--- src/rtl/mem_arbiter_if.sv ---
// mem_arbiter_if -- bundle of every handshake and bus signal around mem_arbiter.
//
// Parameter:
//   RAM_ADDR_BITS : word-address width driven to the single-port memory.
//
// Signal groups:
//   fetch port  : inst_req_F, pc_F -> inst_F, inst_mem_ack_F
//   data port   : data_req_M, mem_write_M, alu_out_M, write_data_M
//                 -> read_data_M, data_mem_ack_M
//   memory side : wr_en, addr, data_in -> ; mem_out <- (1-cycle registered read)
//
// Modports:
//   slave  : the arbiter's view (requests and mem_out in; acks, data and RAM controls out)
//   master : the surrounding pipeline + memory view (the mirror image)
interface mem_arbiter_if #(
    parameter int RAM_ADDR_BITS = 8
);
    logic                     inst_req_F;
    logic [31:0]              pc_F;
    logic [31:0]              inst_F;
    logic                     inst_mem_ack_F;
    logic                     data_req_M;
    logic                     mem_write_M;
    logic [31:0]              alu_out_M;
    logic [31:0]              write_data_M;
    logic [31:0]              read_data_M;
    logic                     data_mem_ack_M;
    logic                     wr_en;
    logic [RAM_ADDR_BITS-1:0] addr;
    logic [31:0]              data_in;
    logic [31:0]              mem_out;

    modport slave (
        input  inst_req_F, pc_F, data_req_M, mem_write_M, alu_out_M, write_data_M, mem_out,
        output inst_F, inst_mem_ack_F, read_data_M, data_mem_ack_M, wr_en, addr, data_in
    );

    modport master (
        output inst_req_F, pc_F, data_req_M, mem_write_M, alu_out_M, write_data_M, mem_out,
        input  inst_F, inst_mem_ack_F, read_data_M, data_mem_ack_M, wr_en, addr, data_in
    );
endinterface

--- src/rtl/mem_arbiter.sv ---
// mem_arbiter -- shares one single-port, 1-cycle-latency memory between the
// instruction-fetch port and the data (load/store) port.
//
// Ports:
//   clk   : single clock, rising edge
//   reset : synchronous, active-high
//   bus   : mem_arbiter_if.slave (fetch port, data port, memory controls)
//
// Operation: the grant is combinational in cycle N (addr/wr_en/data_in are
// driven directly); the granted requester is acked in cycle N+1, when the
// memory's registered read data is forwarded. A requester is never granted in
// its own ack cycle because its request still refers to the finished access.
//
// Configuration macro MEM_ARB_RR_EN:
//   undefined : fixed priority, data port beats fetch port.
//   defined   : round-robin on simultaneous requests, tracked by rr_last.
module mem_arbiter #(
    parameter int RAM_ADDR_BITS = 8
) (
    input  logic          clk,
    input  logic          reset,
    mem_arbiter_if.slave  bus
);

    typedef enum logic [1:0] {
        ACK_NONE = 2'd0,
        ACK_INST = 2'd1,
        ACK_DATA = 2'd2
    } ack_e;

    ack_e last_ack_q, last_ack_d;

`ifdef MEM_ARB_RR_EN
    // 0 = fetch port was granted last, 1 = data port was granted last.
    logic rr_last_q, rr_last_d;
`endif

    logic inst_elig, data_elig;
    logic grant_inst, grant_data;
    logic inst_ack, data_ack;

    // Bits outside the word-address window are ignored (addresses wrap).
    logic unused_addr_bits;
    assign unused_addr_bits = ^{bus.pc_F[31:RAM_ADDR_BITS+2], bus.pc_F[1:0],
                                bus.alu_out_M[31:RAM_ADDR_BITS+2], bus.alu_out_M[1:0]};

    always_comb begin
        // Acks come from the registered state but are masked while reset is
        // high, so a reset in the cycle after a grant kills that ack.
        inst_ack  = (last_ack_q == ACK_INST) && !reset;
        data_ack  = (last_ack_q == ACK_DATA) && !reset;

        inst_elig = bus.inst_req_F && (last_ack_q != ACK_INST);
        data_elig = bus.data_req_M && (last_ack_q != ACK_DATA);

`ifdef MEM_ARB_RR_EN
        if (inst_elig && data_elig) begin
            grant_data = !rr_last_q;
            grant_inst = rr_last_q;
        end else begin
            grant_data = data_elig;
            grant_inst = inst_elig;
        end
`else
        grant_data = data_elig;
        grant_inst = inst_elig && !data_elig;
`endif
        grant_data = grant_data && !reset;
        grant_inst = grant_inst && !reset;

        bus.addr    = grant_data ? bus.alu_out_M[RAM_ADDR_BITS+1:2]
                                 : bus.pc_F[RAM_ADDR_BITS+1:2];
        bus.wr_en   = grant_data && bus.mem_write_M;
        bus.data_in = bus.wr_en ? bus.write_data_M : 32'd0;

        bus.inst_mem_ack_F = inst_ack;
        bus.data_mem_ack_M = data_ack;
        bus.inst_F         = inst_ack ? bus.mem_out : 32'd0;
        bus.read_data_M    = data_ack ? bus.mem_out : 32'd0;

        last_ack_d = ACK_NONE;
        if (grant_data) begin
            last_ack_d = ACK_DATA;
        end else if (grant_inst) begin
            last_ack_d = ACK_INST;
        end

`ifdef MEM_ARB_RR_EN
        rr_last_d = rr_last_q;
        if (grant_data) begin
            rr_last_d = 1'b1;
        end else if (grant_inst) begin
            rr_last_d = 1'b0;
        end
`endif
    end

    always_ff @(posedge clk) begin
        if (reset) begin
            last_ack_q <= ACK_NONE;
`ifdef MEM_ARB_RR_EN
            rr_last_q  <= 1'b0;
`endif
        end else begin
            last_ack_q <= last_ack_d;
`ifdef MEM_ARB_RR_EN
            rr_last_q  <= rr_last_d;
`endif
        end
    end

endmodule

--- src/flat_wrapper.sv ---
// flat-port wrapper written by rule: the top's interface ports become plain ports
module mem_arbiter_flat 
#(
    parameter int RAM_ADDR_BITS = 8
)
  (clk, reset, bus_inst_req_F, bus_pc_F, bus_data_req_M, bus_mem_write_M, bus_alu_out_M, bus_write_data_M, bus_mem_out, bus_inst_F, bus_inst_mem_ack_F, bus_read_data_M, bus_data_mem_ack_M, bus_wr_en, bus_addr, bus_data_in);
  mem_arbiter_if #(.RAM_ADDR_BITS(RAM_ADDR_BITS)) bus_i ();
  input  logic clk;
  input  logic reset;
  input wire logic [$bits(bus_i.inst_req_F)-1:0] bus_inst_req_F;
  input wire logic [$bits(bus_i.pc_F)-1:0] bus_pc_F;
  input wire logic [$bits(bus_i.data_req_M)-1:0] bus_data_req_M;
  input wire logic [$bits(bus_i.mem_write_M)-1:0] bus_mem_write_M;
  input wire logic [$bits(bus_i.alu_out_M)-1:0] bus_alu_out_M;
  input wire logic [$bits(bus_i.write_data_M)-1:0] bus_write_data_M;
  input wire logic [$bits(bus_i.mem_out)-1:0] bus_mem_out;
  output wire logic [$bits(bus_i.inst_F)-1:0] bus_inst_F;
  output wire logic [$bits(bus_i.inst_mem_ack_F)-1:0] bus_inst_mem_ack_F;
  output wire logic [$bits(bus_i.read_data_M)-1:0] bus_read_data_M;
  output wire logic [$bits(bus_i.data_mem_ack_M)-1:0] bus_data_mem_ack_M;
  output wire logic [$bits(bus_i.wr_en)-1:0] bus_wr_en;
  output wire logic [$bits(bus_i.addr)-1:0] bus_addr;
  output wire logic [$bits(bus_i.data_in)-1:0] bus_data_in;
  assign bus_i.inst_req_F = bus_inst_req_F;
  assign bus_i.pc_F = bus_pc_F;
  assign bus_i.data_req_M = bus_data_req_M;
  assign bus_i.mem_write_M = bus_mem_write_M;
  assign bus_i.alu_out_M = bus_alu_out_M;
  assign bus_i.write_data_M = bus_write_data_M;
  assign bus_i.mem_out = bus_mem_out;
  assign bus_inst_F = bus_i.inst_F;
  assign bus_inst_mem_ack_F = bus_i.inst_mem_ack_F;
  assign bus_read_data_M = bus_i.read_data_M;
  assign bus_data_mem_ack_M = bus_i.data_mem_ack_M;
  assign bus_wr_en = bus_i.wr_en;
  assign bus_addr = bus_i.addr;
  assign bus_data_in = bus_i.data_in;
  mem_arbiter #(.RAM_ADDR_BITS(RAM_ADDR_BITS)) u_core (.clk(clk), .reset(reset), .bus(bus_i));
endmodule
--- config.mk ---
export PLATFORM = sky130hd
export DESIGN_NAME = mem_arbiter_flat
export DESIGN_NICKNAME = d
export VERILOG_FILES = /design/src/rtl/mem_arbiter_if.sv /design/src/rtl/mem_arbiter.sv /design/src/flat_wrapper.sv
export SDC_FILE = /design/constraint.sdc
export NUM_CORES = 1
export LEC_CHECK = 0
export BUFFER_PORTS_ARGS = -buffer_cell sky130_fd_sc_hd__clkbuf_2
export CAP_MARGIN = 10
export CORE_AREA = 3 3 91 93
export CTS_BUF_LIST = sky130_fd_sc_hd__clkbuf_8
export DETAILED_ROUTE_END_ITERATION = 10
export DIE_AREA = 0 0 94 96
export GPL_TIMING_DRIVEN = 0
export SETUP_SLACK_MARGIN = 0.15
export SYNTH_ARGS = -nofsm -noshare
export SYNTH_HDL_FRONTEND = slang
export SYNTH_SLANG_ARGS = --single-unit
--- constraint.sdc ---
create_clock -name clk -period 3.8 [get_ports clk]
set_clock_uncertainty 0.15 [all_clocks]
set_input_delay 0.76 -clock clk [delete_from_list [all_inputs] [get_ports clk]]
set_output_delay 0.76 -clock clk [all_outputs]
set_load 0.03 [all_outputs]
# Yosys cells after proc, flatten, opt, wreduce, memory -nomap -nowiden
# Index checks and enable logic that the tools add are counted.
totals:
  reg_bits: 2
  in_bits: 133
classes:
  eq_ne: 4
  muxes: 6
  n_reduce_logical: 11
ops:
  columns: ["operator", "count"]
  rows:
  - ["32-bit two-way mux", 3]
  - ["1-bit logical AND", 8]
  - ["8-bit two-way mux", 1]
  - ["2-bit by 1-bit equality test with 1-bit output (second input constant)", 1]
  - ["2-bit equality test (second input constant)", 1]
  - ["1-bit logical NOT", 2]
  - ["2-bit two-way mux", 1]
  - ["2-bit by 1-bit != test with 1-bit output (second input constant)", 1]
  - ["2-bit != test (second input constant)", 1]
  - ["2-bit OR reduction", 1]
  - ["1-bit two-way mux", 1]

# Longest topological paths before layout
depth:
  depth_word: 7
  ltp_mapped: 4

# Least setup slack after synthesis
# No wires, ideal clock.
synth_timing:
  kind: "in2out"
  start: "in reset"
  end: "out bus_data_in[22]"
  arrival_ns: 1.587
  required_time_ns: 2.890
  path_slack_ns: 1.303
  path_stages: 3
  path_buffers: 1
  cell_sequence: "and4b_4 buf_4 and2_1"
synth_via:
  elab_chain_cells: 4
synth_lines:
  columns: ["item", "line_no", "text"]
  rows:
  - ["from (decl)", "flat_wrapper.sv:9", "input logic reset;"]
  - ["1-bit logical NOT", "mem_arbiter.sv:68", "grant_data = grant_data && !reset;"]
  - ["1-bit logical AND", "mem_arbiter.sv:68", null]
  - ["1-bit logical AND", "mem_arbiter.sv:73", "bus.wr_en = grant_data && bus.mem_write_M;"]
  - ["named net bus_wr_en", "flat_wrapper.sv:21", "output wire logic [$bits(bus_i.wr_en)-1:0] bus_wr_en;"]
  - ["32-bit two-way mux", "mem_arbiter.sv:74", "bus.data_in = bus.wr_en ? bus.write_data_M : 32'd0;"]
  - ["to (decl)", "flat_wrapper.sv:23", "output wire logic [$bits(bus_i.data_in)-1:0] bus_data_in;"]
# The timed path passes the listed nets, and every way through them passes these cells.

# Worst setup path in the final report
layout_timing:
  start: "in reset"
  end: "out bus_read_data_M[11]"
layout_via:
  elab_chain_cells: 3
layout_lines:
  columns: ["item", "line_no", "text"]
  rows:
  - ["1-bit logical NOT", "mem_arbiter.sv:51", "data_ack = (last_ack_q == ACK_DATA) && !reset;"]
  - ["1-bit logical AND", "mem_arbiter.sv:51", null]
  - ["32-bit two-way mux", "mem_arbiter.sv:79", "bus.read_data_M = data_ack ? bus.mem_out : 32'd0;"]
  - ["to (decl)", "flat_wrapper.sv:19", "output wire logic [$bits(bus_i.read_data_M)-1:0] bus_read_data_M;"]
# Every way passes these cells.

==> reports/results.txt <==
Status: completed
Area of the multi-input gates: 772 sq um
Clock buffer depth: 2
Clk slew on worst S/H paths: 0.03 ns
Starting Density: 11.4%
CP Capture Point: bus_read_data_M[11]
Post-Syn Area per Cell: 6.99 sq um
Pins over their slew limit: 0
Routability cong.: 0.683
Chip height: 96 microns
Horiz. Die Dim: 94 microns
Post-CTS Resized: 0
I/O Buffers: 191
Clock buffer count from CTS: 3
Clock latency on the worst-skew pair: 0.22 ns
Fraction of layout cells with a size suffix above 1: 67.3%
Worst-path fanout max: 10
Top-Level Pins: 240
Post-synth top flop: dfxtp_1
R2r worst-path depth: 3
Storage cell area: 40.0 sq um
Synthesized area: 867 sq um
Static Leak: 1.28 nW
Post-route setup slack: 1.02 ns
Final period util: 73.0%
Share of total power in combinational logic: 62.2%
DR vias: 1,511
Setup Viol. Count Final: 0
Minimum clock period: 2.78 ns
Placed cell area: 0.00195 sq mm
Flop pwr share: 8.0%
Synth area leaders: and2_1 (69%), mux2_2 (10%), dfxtp_1 (4.6%)
P&R area growth vs syn: 130%
Top reg by flops: u_core.last_ack_q
Cell with the most instances after synthesis: and2_1
YS warnings: 0
Pwr/cell area: 146 mW/mm^2
Sequential area share after synthesis: 4.62%
Worst Setup SP: reset
First-pass GRT wire length: 5600 microns
HP Class: reg2reg
Crit start category: input pin
Share of flip-flops with an asynchronous set or reset: 0%
DR iter-0 viols: 6
CP arrival: 1.87 ns
Cells after synthesis: 124
Post-route DRC: 0
Worst slew margin: 78.4%
TritonCTS clock tree: done
Crit path buf inv count: 3
Worst path cell trace: clkbuf_2, nor2_2, clkbuf_1, and2_1, clkbuf_2
Fmax: 360 MHz
Reg-to-Reg Start: u_core.last_ack_q[0]
Max_cap viols: 0
Worst Hold Slack: 0.515 ns
Setup_tns: 0 ns
Synth top area share: 69.3%
CTS Root Cell: clkbuf_8
Number of core rows: 32
Full die area: 0.00902 sq mm
Synth area leader: and2_1
Hpwl dp: 3760 microns
ANT nets after route: 0
Crit. End Element: output port
Syn Nets: 257
Largest registers: u_core.last_ack_q x2
Drt pass-1 iters: 4
Place WS: 0.957 ns
Routed wire length: 4100 microns
Post-synthesis register bit count: 2
Vias in the first global route: 1,259
Cell mode on critical path: clkbuf_2
R2R setup slack: 2.82 ns
Total Routing Usage GR: 7.69%
Crit Path Class: in2out
ANT cells: 0
Filler cells: 867
Stages on the worst setup path: 5
Initial antenna violation count: 0
WL/cell: 9.77 microns
RSZ-0062 raised after global routing: false
Max stage delay on crit path: 0.32 ns
Switching power: 0.127 mW
Placed cells: 417
Total power: 0.292 mW
Top delay family on crit path: buffers and inverters
WP data required: 2.89 ns
H-Tree Depth: 1
Final Hold Viols: 0
Internal power: 0.164 mW
CP max-delay cell: clkbuf_1
NumNets Final: 453
Max FFs per register: 2
R2R Path End: u_core.last_ack_q[0]
Vias per cell: 3.60
EDFF count, synth: 0
Gr ovfl total: 0
Post-route cell area: 0.00199 sq mm
Clock share of power: 29.8%
Final core utilization: 26.2%
Worst VDD drop: 0.125 mV
Non-Filler Instances: 420
Post-CTS Setup Bufs: 0
Worst slew pin tran: 0.324 ns
Core ar.: 0.00761 sq mm
Switching Fraction: 43.7%
Synth unique cells: 16
Synth cell count leaders: and2_1 (96), mux2_2 (8), buf_4 (3), clkbuf_2 (3)
Hold_buf cts: 0
Clk sinks: 2
Pin count of the biggest net entering global routing: 11
-- worst min-delay path by stage --
stage / from / end / cells after the start
after CTS: u_core.last_ack_q[1] / u_core.last_ack_q[1] / 3
after global routing: u_core.last_ack_q[1] / u_core.last_ack_q[1] / 3
after floorplan: u_core.last_ack_q[1] / u_core.last_ack_q[1] / 3
after detailed placement: u_core.last_ack_q[1] / u_core.last_ack_q[1] / 3
after global placement: u_core.last_ack_q[1] / u_core.last_ack_q[1] / 3
final: u_core.last_ack_q[1] / u_core.last_ack_q[1] / 3
-- worst register-to-register path, delay by kind of cell, from the launching register on --
| family | cells | cell delay, ns |
|---|---|---|
| compound gates | 1 | 0.08 |
| flops | 1 | 0.31 |
| simple gates | 2 | 0.33 |
-- power groups by stage --
stage	clock (mW)	combinational (mW)	sequential, mW
3_5_place_dp	0	0.184	0.0235
4_1_cts	0.0910	0.184	0.0232
2_1_floorplan	0	0.105	0.0234
5_1_grt	0.0896	0.197	0.0233
3_3_place_gp	0	0.181	0.0234
6_report	0.0870	0.182	0.0232
-- cells by family after synthesis --
family / synth area share, %
AND/OR/NAND/NOR: 78.1
buffers and inverters: 6.35
multiplexers: 10.4
flip-flops: 4.62
AO/OA/AOI/OAI: 0.577
-- per-layer routing --
layer | up-vias | wire length, microns | global-route usage [%]
met3 | 4 | 470 | 1.17
met1 | 637 | 1400 | 7.97
met2 | 101 | 2210 | 15.6
met5 | - | 0 | 0
li1 | 769 | - | -
met4 | 0 | 31 | 2.53
-- cells in the final DEF, fill, tap and decap left out --
| cell | instances |
|---|---|
| o21ai_0 | 1 |
| mux2_2 | 8 |
| and2b_1 | 1 |
| and4b_4 | 1 |
| clkbuf_1 | 1 |
| clkbuf_2 | 194 |
| nand2b_4 | 1 |
| inv_1 | 1 |
| clkbuf_8 | 3 |
| nand3b_4 | 1 |
| buf_4 | 3 |
| buf_2 | 2 |
| dfxtp_1 | 2 |
| nor2_2 | 1 |
| and3b_1 | 1 |
| and2_1 | 96 |
| nor2b_1 | 1 |
-- area by class of cell --
class                           count  area share, %
Timing Repair Buffer              191           48.0
Clock buffer                        3           2.07
Tap cell                          102           6.41
Sequential cell                     2           2.01
Inverter                            1          0.188
Buffer                              9           2.58
Multi-Input combinational cell    112           38.8
Note: power is estimated with default switching activity, not from simulation.
